===== src/rtl/div_seq_ctrl.sv =====
// div_seq_ctrl: multi-cycle radix-2 restoring divide sequencer for the MIPS execute stage.
//
// Runs DIV (signed) / DIVU (unsigned) in a fixed 34 edges from the accepting edge:
// IDLE -> PREP -> ITER (WIDTH edges) -> FIX -> IDLE.
//
// Ports:
//   clk        in   system clock, rising edge
//   reset      in   asynchronous active-low reset
//   start      in   request, sampled only in IDLE
//   op_signed  in   1 = DIV, 0 = DIVU (captured with start)
//   S_DIV      in   dividend (captured with start)
//   T_DIV      in   divisor (captured with start)
//   busy       out  operation in flight (pipeline stall)
//   done       out  one-cycle pulse when results update
//   Quotient   out  registered quotient (LO)
//   Remainder  out  registered remainder (HI)
//   N_DIV      out  sign bit of last quotient
//   Z_DIV      out  last quotient was zero
//   div_zero   out  last result came from a zero divisor
module div_seq_ctrl #(
    parameter int              WIDTH  = 32,
    parameter logic [WIDTH-1:0] DIV0_Q = {WIDTH{1'b1}}
) (
    input  logic             clk,
    input  logic             reset,
    input  logic             start,
    input  logic             op_signed,
    input  logic [WIDTH-1:0] S_DIV,
    input  logic [WIDTH-1:0] T_DIV,
    output logic             busy,
    output logic             done,
    output logic [WIDTH-1:0] Quotient,
    output logic [WIDTH-1:0] Remainder,
    output logic             N_DIV,
    output logic             Z_DIV,
    output logic             div_zero
);
    localparam int CW = $clog2(WIDTH + 1);

    typedef enum logic [1:0] {IDLE, PREP, ITER, FIX} state_t;

    state_t           state_q, state_d;
    logic [WIDTH-1:0] a_q, a_d, b_q, b_d;
    logic             sgn_q, sgn_d;
    logic [WIDTH-1:0] quo_q, quo_d, rem_q, rem_d, dvs_q, dvs_d;
    logic [CW-1:0]    cnt_q, cnt_d;
    logic             sq_q, sq_d, sr_q, sr_d, div0_q, div0_d;
    logic [WIDTH-1:0] q_q, q_d, r_q, r_d;
    logic             n_q, n_d, z_q, z_d, dz_q, dz_d, done_q, done_d;
    logic [WIDTH:0]   sh, trial;
    logic [WIDTH-1:0] q_fix, r_fix;

    // One extra bit on the shifted remainder so the trial subtract's borrow shows up as bit WIDTH.
    assign sh    = {rem_q, quo_q[WIDTH-1]};
    assign trial = sh - {1'b0, dvs_q};
    // A zero divisor discards the iteration result and returns the original dividend as remainder.
    assign q_fix = div0_q ? DIV0_Q : (sq_q ? -quo_q : quo_q);
    assign r_fix = div0_q ? a_q : (sr_q ? -rem_q : rem_q);

    always_comb begin
        state_d = state_q;
        a_d     = a_q;
        b_d     = b_q;
        sgn_d   = sgn_q;
        quo_d   = quo_q;
        rem_d   = rem_q;
        dvs_d   = dvs_q;
        cnt_d   = cnt_q;
        sq_d    = sq_q;
        sr_d    = sr_q;
        div0_d  = div0_q;
        q_d     = q_q;
        r_d     = r_q;
        n_d     = n_q;
        z_d     = z_q;
        dz_d    = dz_q;
        done_d  = 1'b0;
        case (state_q)
            IDLE: if (start) begin
                a_d     = S_DIV;
                b_d     = T_DIV;
                sgn_d   = op_signed;
                state_d = PREP;
            end
            PREP: begin
                // Magnitude of the most negative value wraps to itself, which is correct read as unsigned.
                quo_d   = (sgn_q && a_q[WIDTH-1]) ? -a_q : a_q;
                dvs_d   = (sgn_q && b_q[WIDTH-1]) ? -b_q : b_q;
                sq_d    = sgn_q && (a_q[WIDTH-1] ^ b_q[WIDTH-1]);
                sr_d    = sgn_q && a_q[WIDTH-1];
                div0_d  = (b_q == '0);
                rem_d   = '0;
                cnt_d   = '0;
                state_d = ITER;
            end
            ITER: begin
                rem_d   = trial[WIDTH] ? sh[WIDTH-1:0] : trial[WIDTH-1:0];
                quo_d   = {quo_q[WIDTH-2:0], ~trial[WIDTH]};
                cnt_d   = cnt_q + 1'b1;
                state_d = (cnt_q == CW'(WIDTH - 1)) ? FIX : ITER;
            end
            FIX: begin
                q_d     = q_fix;
                r_d     = r_fix;
                n_d     = q_fix[WIDTH-1];
                z_d     = (q_fix == '0);
                dz_d    = div0_q;
                done_d  = 1'b1;
                state_d = IDLE;
            end
            default: state_d = IDLE;
        endcase
    end

    always_ff @(posedge clk or negedge reset) begin
        if (!reset) begin
            state_q <= IDLE;
            a_q     <= '0;
            b_q     <= '0;
            sgn_q   <= 1'b0;
            quo_q   <= '0;
            rem_q   <= '0;
            dvs_q   <= '0;
            cnt_q   <= '0;
            sq_q    <= 1'b0;
            sr_q    <= 1'b0;
            div0_q  <= 1'b0;
            q_q     <= '0;
            r_q     <= '0;
            n_q     <= 1'b0;
            z_q     <= 1'b1;
            dz_q    <= 1'b0;
            done_q  <= 1'b0;
        end else begin
            state_q <= state_d;
            a_q     <= a_d;
            b_q     <= b_d;
            sgn_q   <= sgn_d;
            quo_q   <= quo_d;
            rem_q   <= rem_d;
            dvs_q   <= dvs_d;
            cnt_q   <= cnt_d;
            sq_q    <= sq_d;
            sr_q    <= sr_d;
            div0_q  <= div0_d;
            q_q     <= q_d;
            r_q     <= r_d;
            n_q     <= n_d;
            z_q     <= z_d;
            dz_q    <= dz_d;
            done_q  <= done_d;
        end
    end

    assign busy      = (state_q != IDLE);
    assign done      = done_q;
    assign Quotient  = q_q;
    assign Remainder = r_q;
    assign N_DIV     = n_q;
    assign Z_DIV     = z_q;
    assign div_zero  = dz_q;
endmodule


===== config.mk =====
export PLATFORM = sky130hd
export DESIGN_NAME = div_seq_ctrl
export DESIGN_NICKNAME = d
export VERILOG_FILES = /design/src/rtl/div_seq_ctrl.sv
export SDC_FILE = /design/constraint.sdc
export NUM_CORES = 1
export LEC_CHECK = 0
export ABC_AREA = 1
export CAP_MARGIN = 15
export CORE_ASPECT_RATIO = 1.2
export CORE_UTILIZATION = 59
export DETAILED_ROUTE_END_ITERATION = 10
export GPL_TIMING_DRIVEN = 0
export MAX_ROUTING_LAYER = met4
export PLACE_DENSITY = 0.77
export SYNTH_ARGS = -nofsm -noshare
export SYNTH_HDL_FRONTEND = slang
export SYNTH_SLANG_ARGS = --single-unit

===== constraint.sdc =====
create_clock -name clk -period 3.1 [get_ports clk]
set_input_delay 0.775 -clock clk [delete_from_list [all_inputs] [get_ports clk]]
set_output_delay 0.775 -clock clk [all_outputs]
set_load 0.02 [all_outputs]

Word level (Yosys, flattened, before mapping)
Cells that the tools add are included.

storage, ports and cells
  bits in registers = 240
  latch bits = 0
  bits in writable memories = 0
  memory bits (read-only) = 0
  input port bits = 68
  output and inout port bits = 69
  logic and storage cells = 53
  memories = 0

operators by class
  $add $sub $neg = 6
  multiply operators = 0
  div/mod/pow operators = 0
  $lt $le $gt $ge = 0
  eq/ne operators = 5
  shift operators = 0
  mux-type cells = 14
  bitwise logic cells = 2
  reduce and logical (&&, ||, !) cells = 9

operator list
  cell                                                             number
  32-bit two-way mux                                               7
  32-bit negation                                                  4
  32-bit one-hot mux with 2 select lines                           2
  32-bit zero test                                                 2
  33-bit by 32-bit subtractor with 33-bit output                   1
  6-bit one-hot mux with 2 select lines                            1
  2-bit one-hot mux with 4 select lines                            1
  6-bit by 1-bit adder with 6-bit output, second input constant    1
  6-bit by 5-bit == test with 1-bit output, second input constant  1
  2-bit == test, second input constant                             2
  2-bit nonzero test                                               2
  1-bit logical AND                                                3
  2-bit by 1-bit == test with 1-bit output, second input constant  1
  2-bit zero test                                                  1
  1-bit two-way mux                                                2
  2-bit two-way mux                                                1
  2-bit != test, second input constant                             1
  2-bit AND reduction                                              1
  1-bit inverter                                                   1
  1-bit bitwise XOR                                                1

Longest topological paths before layout
Gate-level depths: netlist of run 1.

  depth in word-level cells = 4
  mapped depth = 16
  depth with buffers taken out = 15

Least setup slack after synthesis of run 1
No wires, ideal clock.

  path kind = reg2reg
  start point = reg quo_q[31]
  end point = reg rem_q[5]
  setup time = 0.118 ns
  data arrival time = 2.079 ns
  required time = 2.982 ns
  slack = 0.903 ns
  stages on the path, launching flop included = 17
  path buffers = 1
  clock period less this slack = 2.197 ns
  cells stage by stage = dfrtp_1 inv_1 ha_1 fa_1 o21ai_2 nand2_1 nand2_2 nand2_1 nand2_2 nand2_2 nand2_2 nand2_2 nand2_4 buf_6 nand2_1 nand3_1 nand2_1

between the ends
  cells in the longest elaborated chain, start to end = 3

RTL lines
  item                                            line  source
  start, declared                                 45    logic [WIDTH-1:0] quo_q, quo_d, rem_q, rem_d, dvs_q, dvs_d;
  start signal, assigned                          139   quo_q <= quo_d;
  33-bit by 32-bit subtractor with 33-bit output  55    assign trial = sh - {1'b0, dvs_q};
  32-bit two-way mux                              97    rem_d = trial[WIDTH] ? sh[WIDTH-1:0] : trial[WIDTH-1:0];
  32-bit one-hot mux with 2 select lines          78    case (state_q)
  end signal, assigned                            140   rem_q <= rem_d;
  end, declared                                   45

No other way between the ends.
A chain may end at the register's enable or synchronous reset.

Worst setup path in the final report of run 1
  start point = reg state_q[1]
  end point = reg z_q, in the netlist Z_DIV

between the ends
  cells in the longest elaborated chain, start to end = 1

RTL lines
  item                    line  source
  start, declared         42    state_t state_q, state_d;
  start signal, assigned  135   state_q <= state_d;
  2-bit == test           78
  end signal, assigned    149   z_q <= z_d;
  end, declared           49    logic n_q, n_d, z_q, z_d, dz_q, dz_d, done_q, done_d;

No other way between the ends.

==> summary.md, run 1 <==
| Metric | Value |
|---|---|
| Yosys cell types | `49` |
| Port bufs | `136` |
| Initial DRC count | `1263` |
| Die height | `180 um` |
| Total GRT Usage | `0.422` |
| Die area | `26900 um^2` |
| Final Cell Area | `18200 um^2` |
| Post-Syn Nets | `2346` |
| Placed Instance Area | `17300 um^2` |
| Post-synth EDFFs | `0` |
| Setup Fix Bufs, Post-CTS | `0` |
| Synth warn | `0` |
| Startpoint Class | `flip-flop` |
| Cts bufs inserted | `27` |
| WP buf/inv | `2` |
| Final wirelength | `around 53000 um` |
| Final min period | `2.93 ns` |
| DR vias/cell | `5.87` |
| Layout cells sized above 1 | `0.0484` |
| Final #Nets | `2512` |
| Initial antenna violation count | `1` |
| H-tree depth | `1` |
| Gpl congestion | `1.04` |
| First-pass GRT wire length | `84600 um` |
| TritonRoute pass-1 iters | `7` |
| Total clock sinks | `around 240` |
| Post-synth ARST share | `1.00` |
| Crit path required time | `3.57 ns` |
| TritonCTS clock tree | `built` |
| Total negative slack | `0 ns` |
| # IOs | `137` |
| Pwr dens | `1060 nW/um^2` |
| Core Area | `25600 um^2` |
| Period utilization | `0.947` |
| Vias in the first global route | `16429` |
| Seq cells post-synth | `239` |
| Worst skew pair latency | `approximately 0.55 ns` |
| CP max stage delay | `0.47 ns` |
| Hold_buf cts | `0` |
| Max-Slew Margin vs Limit | `0.318` |
| Area grow syn2layout | `17.8%` |
| Leak pwr | `9.17 nW` |
| Worst path cell trace | `ha_1 -> clkbuf_1 -> inv_2 -> nor2_1 -> nand2_1 -> nor3_1 -> nand3_1 -> nor2_1 -> nand3_1 -> nor2_1 -> nand3_1 -> nand2_1` |
| Hold crit path type | `in2async` |
| FMAX | `341 MHz` |
| Initial core utilization | `0.605` |
| Syn_area_per_cell | `about 7 um^2` |
| Post-DP HPWL | `41600 um` |
| DR DRC count | `0` |
| Die Wd | `150 um` |
| Post-Route Skew | `0.0190 ns` |
| Fin worst setup slack | `about 0.17 ns` |
| Root buffer cell | `clkbuf_16` |
| Post-Syn Area | `15500 um^2` |
| Filler Cell Count | `2176` |
| Final ANT Viol Nets | `0` |
| Largest net degree at the start of global routing | `124` |
| Main synth FF type | `dfrtp_1` |
| Setup repair after global routing missed its margin | `no` |
| Crit. End Element | `flip-flop` |
| Setup violators final | `0` |
| Critical-path maximum fanout | `9` |
| DP Worst Slack | `-0.0255 ns` |
| Cts repair resizes | `0` |
| Outcome | `completed` |
| GR Overflow Total | `0` |
| Register area share after synthesis | `0.386` |
| Critical path type | `reg2reg` |
| Hold Vio Cnt, Final | `0` |
| Worst slew pin tran | `approximately 1.0 ns` |
| Site Rows | `between 60 and 70` |
| Per-cell routed wire length | `around 20 um` |
| Critical Path AT | `3.41 ns` |
| Tightest hold margin | `about 0.25 ns` |
| Max Cap Violations | `0` |
| CP max-delay cell | `clkbuf_1` |
| Clock transition at path regs | `roughly 0.060 ns` |
| Final Slew Violations | `0` |
| Peak VDD IR | `0.569 mV` |
| Vias | `16145` |
| Syn Inst Count | `roughly 2200` |
| Clock Path Buffers | `3` |
| CP delay by family, top | `simple AND/OR/NAND/NOR gates` |
sequential cells by signal, indices dropped and copies added, names as in the netlist:
register and cells:
div0_q 1, Z_DIV 1, sgn_q 1, sq_q 1, quo_q 32, sr_q 1
cnt_q 6, rem_q 32, a_q 32, Quotient 32, div_zero 1, done 1
state_q 2, dvs_q 32, Remainder 32, b_q 32
synthesized netlist by cell type (all sizes together), types with 21 or more instances:
library cell	n	area share
a21oi	150	0.049
buf	25	0.010
clkbuf	56	0.014
dfrtp	238	0.38
ha	42	0.034
inv	222	0.054
nand2	679	0.17
nand3	176	0.057
nand4	24	0.010
nor2	285	0.072
nor3	21	0.0078
o21ai	142	0.047
o221ai	23	0.013
xor2	46	0.026
cell families (layout without fill, tap and decap cells):
kind of cell               count (synthesis)  after routing  synth area share
adders and majority gates                 43             43            0.0352
DFF                                      239            239             0.386
other                                      0              2                 0
xor gates and xnor gates                  62             62            0.0350
and+or+nand+nor                         1215           1215             0.328
muxes                                     15             15            0.0109
buffers and inverters                    306            490            0.0782
AOI/OAI and AO/OA                        355            355             0.127
where the power goes:
group          switching [mW]  leakage, nW  internal [mW]  total [mW]
combinational            6.76         5.76           3.48        10.2
clock                    1.32        0.457           2.10        3.43
sequential               1.20         2.95           4.44        5.64
cells in the final DEF, fill, tap and decap left out, types with 4 or more instances in the layout:
master | netlist | layout
a21oi_1 | 149 | 149
a31oi_1 | 4 | 4
buf_1 | 11 | 11
buf_2 | 6 | 6
buf_6 | 7 | 7
bufinv_16 | 0 | 5
clkbuf_1 | 56 | 60
clkbuf_16 | 0 | 27
clkbuf_8 | 0 | 4
clkdlybuf4s50_1 | 0 | 135
clkinv_2 | 0 | 4
dfrtp_1 | 238 | 238
ha_1 | 42 | 42
inv_1 | 217 | 217
inv_2 | 5 | 5
mux2_2 | 15 | 15
nand2_1 | 668 | 668
nand2_2 | 9 | 9
nand3_1 | 174 | 174
nand3b_1 | 14 | 14
nand4_1 | 22 | 22
nor2_1 | 277 | 277
nor2_2 | 4 | 4
nor2_4 | 4 | 4
nor3_1 | 18 | 18
nor4_1 | 6 | 6
o211ai_1 | 7 | 7
o21a_1 | 5 | 5
o21ai_0 | 127 | 127
o21ai_1 | 12 | 12
o21bai_1 | 8 | 8
o221ai_1 | 23 | 23
o22ai_1 | 6 | 6
or2_2 | 7 | 7
xnor2_1 | 16 | 16
xor2_1 | 46 | 46
final cells by class:
| type | instances | area (um^2) | share of cell area |
|---|---|---|---|
| Tap cell | 330 | 413 | 0.0226 |
| Timing Repair Buffer | 137 | 1390 | 0.0764 |
| Inverter | 225 | 845 | 0.0463 |
| Antenna cell | 2 | 5.00 | 0.000274 |
| Buffer | 81 | 368 | 0.0202 |
| Clock buffer | 35 | 746 | 0.0409 |
| Clock inverter | 12 | 194 | 0.0106 |
| Sequential cell | 239 | 5980 | 0.328 |
| Multi-Input combinational cell | 1690 | 8300 | 0.455 |
per-stage QoR:
stage | cells | power, mW | util
after floorplan | 2235 | 11.9 | -
after global placement | 2701 | 15.3 | 0.674
after detailed placement | 2702 | 15.6 | 0.675
after CTS | 2749 | 19.1 | 0.712
after global routing | 2751 | 20.6 | 0.712
final | 2751 | 19.3 | 0.712
worst reg2reg max path, stage by stage, from the launching register on:
cell and delay [ns]:
dfrtp_1 0.41, ha_1 0.23, clkbuf_1 0.47, inv_2 0.23
nor2_1 0.31, nand2_1 0.17, nor3_1 0.30, nand3_1 0.16
nor2_1 0.11, nand3_1 0.11, nor2_1 0.19, nand3_1 0.11
nand2_1 0.07
layer usage:
layer	GRT usage	share of wire	wire, um
met4	0.328	0.086	4620
met2	0.733	0.51	27400
met1	0.422	0.35	18500
met3	0.0533	0.055	2960
met5	-	0	0
worst paths after layout:
check                                          from                        to  slack (ns)  depth (start not counted)
setup / recovery             state_q[1]$_DFFE_PN0P_         Z_DIV$_DFFE_PN1P_        0.17                         12
hold reg to reg            Quotient[29]$_DFFE_PN0P_  Quotient[29]$_DFFE_PN0P_        0.48                          2
max in group asynchronous                     reset         sgn_q$_DFFE_PN0P_        1.69                          2
hold / removal                                reset   Quotient[2]$_DFFE_PN0P_        0.25                          1
setup reg to reg             state_q[1]$_DFFE_PN0P_         Z_DIV$_DFFE_PN1P_        0.17                         12
min in group clk           Quotient[29]$_DFFE_PN0P_  Quotient[29]$_DFFE_PN0P_        0.48                          2
No activity file was read; power rests on OpenSTA's default activity.
==> run 2, diff against run 1 <==
--- a/config.mk
+++ b/config.mk
@@ -13,6 +13,7 @@
 export GPL_TIMING_DRIVEN = 0
 export MAX_ROUTING_LAYER = met4
 export PLACE_DENSITY = 0.77
+export SKIP_LAST_GASP = 1
 export SYNTH_ARGS = -nofsm -noshare
 export SYNTH_HDL_FRONTEND = slang
 export SYNTH_SLANG_ARGS = --single-unit
==> results of run 2 <==
Same layout as run 1: the final DEF is identical, and so are final timing and power.
==> run 3, diff against run 2 <==
--- a/config.mk
+++ b/config.mk
@@ -5,14 +5,15 @@
 export SDC_FILE = /design/constraint.sdc
 export NUM_CORES = 1
 export LEC_CHECK = 0
-export ABC_AREA = 1
+export ABC_AREA = 0
 export CAP_MARGIN = 15
 export CORE_ASPECT_RATIO = 1.2
 export CORE_UTILIZATION = 59
+export CTS_CLUSTER_SIZE = 12
 export DETAILED_ROUTE_END_ITERATION = 10
 export GPL_TIMING_DRIVEN = 0
 export MAX_ROUTING_LAYER = met4
-export PLACE_DENSITY = 0.77
+export PLACE_DENSITY = 0.78
 export SKIP_LAST_GASP = 1
 export SYNTH_ARGS = -nofsm -noshare
 export SYNTH_HDL_FRONTEND = slang
==> constraint.sdc (replaced) <==
create_clock -name clk -period 2.76 [get_ports clk]
set_input_delay 0.69 -clock clk [delete_from_list [all_inputs] [get_ports clk]]
set_output_delay 0.69 -clock clk [all_outputs]
set_load 0.02 [all_outputs]
==> summary.md, run 3 <==
| Metric | Value |
|---|---|
| CP delay by family, top | `simple AND/OR/NAND/NOR gates` |
| RR Startpoint | `rem_q[20]$_DFFE_PN0P_` |
| WP buf/inv | `2 (unchanged)` |
| Max Cap Violations | `0 (unchanged)` |
| Critical path type | `reg2reg` |
| Cts bufs inserted | `26 (-3.7%)` |
| Hold Vio Cnt, Final | `0 (unchanged)` |
| Total GRT Usage | `0.356 (-0.0658)` |
| Initial DRC count | `946 (-25%)` |
| Final min period | `3.24 ns (+0.306 ns)` |
| Die height | `175 um (-2.6%)` |
| DR vias/cell | `6.13 (+4.5%)` |
| Seq cells post-synth | `239 (unchanged)` |
| Worst Setup EP | `rem_q[22]$_DFFE_PN0P_` |
| Pwr dens | `1160 nW/um^2 (+9.6%)` |
| Post-synth ARST share | `1.00 (unchanged)` |
| Post-Syn Area | `14700 um^2 (-5.3%)` |
| # IOs | `137 (unchanged)` |
| Reg2reg setup slack | `-0.48 ns (-0.65 ns)` |
| Vias in the first global route | `13421 (-18%)` |
| Core Area | `24200 um^2 (-5.5%)` |
| Commonest cells after routing, fill and taps aside | `206 x dfrtp_1, 165 x nor2_1, 135 x clkdlybuf4s50_1` |
| Final #Nets | `1923 (-23%)` |
| Syn Inst Count | `1599 (-28%)` |
| Vias | `13188 (-18%)` |
| Final Slew Violations | `0 (unchanged)` |
| Main synth FF type | `dfrtp_1` |
| Initial antenna violation count | `0 (-1)` |
| Final wirelength | `45200 um (-15%)` |
| Yosys cell types | `75 (+53%)` |
| Hold_buf cts | `0 (unchanged)` |
| Max-Slew Margin vs Limit | `0.391 (+0.0724)` |
| Ant diodes | `0 (-2)` |
| Site Rows | `62 (-3.1%)` |
| Period utilization | `1.17 (+0.227)` |
| Synth top area cells | `dfrtp_1 41%, mux2_2 9.1%, xnor2_1 5.4%` |
| Root buffer cell | `clkbuf_16` |
| Worst path cell trace | `ha_4 -> a21o_1 -> a21o_1 -> a2111oi_4 -> or3b_4 -> and4b_2 -> or3_4 -> buf_12 -> buf_12 -> mux2i_1 -> o22ai_1` |
| Most instantiated library cell after synthesis | `dfrtp_1` |
| Total clock sinks | `239 (unchanged)` |
| Clock Path Buffers | `3 (unchanged)` |
| Tightest hold margin | `0.215 ns (-0.0384 ns)` |
| Port bufs | `136 (unchanged)` |
| Synth area leader | `dfrtp_1` |
| Clock transition at path regs | `0.06 ns (about the same)` |
| Top cells by count, synth | `238 x dfrtp_1, 169 x nor2_1, 126 x a21oi_1` |
| Largest net degree at the start of global routing | `123 (-0.81%)` |
| TritonCTS clock tree | `built` |
| Outcome | `complete, but fails checks` |
| TritonRoute pass-1 iters | `6 (-1)` |
| Post-synth EDFFs | `0 (unchanged)` |
| First-pass GRT wire length | `69700 um (-18%)` |
| CP max stage delay | `0.45 ns (-0.02 ns)` |
| Critical Path AT | `3.63 ns (+0.22 ns)` |
| Die area | `25500 um^2 (-5.2%)` |
| Synth top area share | `0.406 (+0.0214)` |
| Post-Route Skew | `0.0116 ns (-0.00736 ns)` |
| CP max-delay cell | `or3b_4` |
| Commonest non-fill, non-tap cell in the layout | `dfrtp_1` |
| Worst skew pair latency | `0.55 ns (about the same)` |
| Worst r2r dst | `rem_q[22]$_DFFE_PN0P_` |
| Startpoint Class | `flip-flop` |
| Crit. path cell count | `11 (-1)` |
| Setup violators final | `46 (+46)` |
| Post-Syn Nets | `1710 (-27%)` |
| H-tree depth | `1 (unchanged)` |
| GR Overflow Total | `0 (unchanged)` |
| Synth warn | `0 (unchanged)` |
| Area grow syn2layout | `27.9%` |
| Gpl congestion | `0.983 (-5.5%)` |
| Crit path required time | `3.15 ns (-0.42 ns)` |
| Total negative slack | `-15.20 ns (-15.20 ns)` |
| Peak VDD IR | `0.813 mV (+43%)` |
| Worst slew pin tran | `0.914 ns (-0.0979 ns)` |
| Die Wd | `146 um (-2.6%)` |
| FMAX | `309 MHz (-9.4%)` |
| Layout cells sized above 1 | `0.213 (+0.165)` |
| Worst Setup SP | `rem_q[20]$_DFFE_PN0P_` |
| Per-cell routed wire length | `21.0 um (+8.1%)` |
| Post-DP HPWL | `31700 um (-24%)` |
| Final ANT Viol Nets | `0 (unchanged)` |
| Critical-path maximum fanout | `7 (-2)` |
| DR DRC count | `0 (unchanged)` |
| Initial core utilization | `0.606 (+0.00175)` |
| Setup repair after global routing missed its margin | `yes` |
| Fin worst setup slack | `-0.480 ns (-0.646 ns)` |
| R2r worst-path depth | `11 (-1)` |
| Hold crit path type | `in2async` |
| Leak pwr | `7.67 nW (-16%)` |
| Syn_area_per_cell | `9.18 um^2 (+32%)` |
| Failing checks | `setup timing` |
| Register area share after synthesis | `0.408 (+0.0215)` |
| Crit. End Element | `flip-flop` |
## run 3: cell types whose count changed after synthesis, sizes merged, moves of 75 or more
cell	previous run	this run
nor2	285	169
nand3	176	20
xnor2	16	91
inv	222	92
nand2	679	101
mux2	15	118
## run 3: cell families (layout without fill, tap and decap cells)
group,after synthesis,in the layout,share of synthesized area
flip-flops,239,239,0.408
XOR/XNOR,139,139,0.0829
adder cells (fa/ha/maj),43,43,0.0372
multiplexers,147,147,0.110
AND/OR/NAND/NOR,434,434,0.142
AO/OA/AOI/OAI,410,410,0.171
buffers and inverters,187,419,0.0488
## run 3: worst register-to-register path: stages, from the launching register on
cell	delay, ns
dfrtp_2	0.44
ha_4	0.25
a21o_1	0.19
a21o_1	0.20
a2111oi_4	0.30
or3b_4	0.45
and4b_2	0.24
or3_4	0.37
buf_12	0.17
buf_12	0.14
mux2i_1	0.22
o22ai_1	0.11
## run 3: metal layers
layer,part of all wire,GRT usage
met5,0,-
met4,0.064,0.206
met3,0.054,0.0373
met2,0.52,0.628
met1,0.36,0.391
## run 3: repair_timing
action	CTS	global route
cloned	2	1
gates resized for setup	117	104
buffers inserted	34	24
pin swaps	31	32
endpoints found under the hold margin	0	0
endpoints found under the setup margin	70	58
## run 3: cell type report
class	instances	area (um^2)
inverters	94	355
clock inverters	6	57.6
fillers	1740	5430
well taps	320	400
flip-flops and latches	239	6020
multi-input cells	1173	8860
clock buffers	41	768
plain buffers	81	373
repair buffers	197	1940
## run 3: worst min-delay path by stage
stage                                    endpoint                     from  cells past startpoint  slack, ns
after floorplan           Quotient[0]$_DFFE_PN0P_                    reset                      0       0.39
final                         a_q[18]$_DFFE_PN0P_                    reset                      1       0.21
after global routing          a_q[18]$_DFFE_PN0P_                    reset                      1       0.29
after detailed placement  Quotient[5]$_DFFE_PN0P_  Quotient[5]$_DFFE_PN0P_                      1       0.47
after CTS                     a_q[18]$_DFFE_PN0P_                    reset                      1       0.25
after global placement    Quotient[5]$_DFFE_PN0P_  Quotient[5]$_DFFE_PN0P_                      1       0.46
## run 3: stage by stage
stage	worst slack (ns)	total power [mW]	cell area [um^2]	cells	util
finish	-0.480	21.8	18800	2151	0.776
global route	-0.503	23.1	18800	2151	0.776
CTS	-0.389	21.1	18200	2132	0.751
detailed placement	-1.02	17.0	16500	2056	0.683
global placement	-8.83	16.7	16500	2055	0.682
floorplan	-0.237	13.5	14700	1599	-
## run 3: power by group
| part | internal, mW | switching [mW] | leakage, nW |
|---|---|---|---|
| logic | 5.12 | 6.55 | 4.39 |
| registers | 5.05 | 1.60 | 2.87 |
| clock network | 1.99 | 1.44 | 0.403 |
| total | 12.2 | 9.60 | 7.67 |
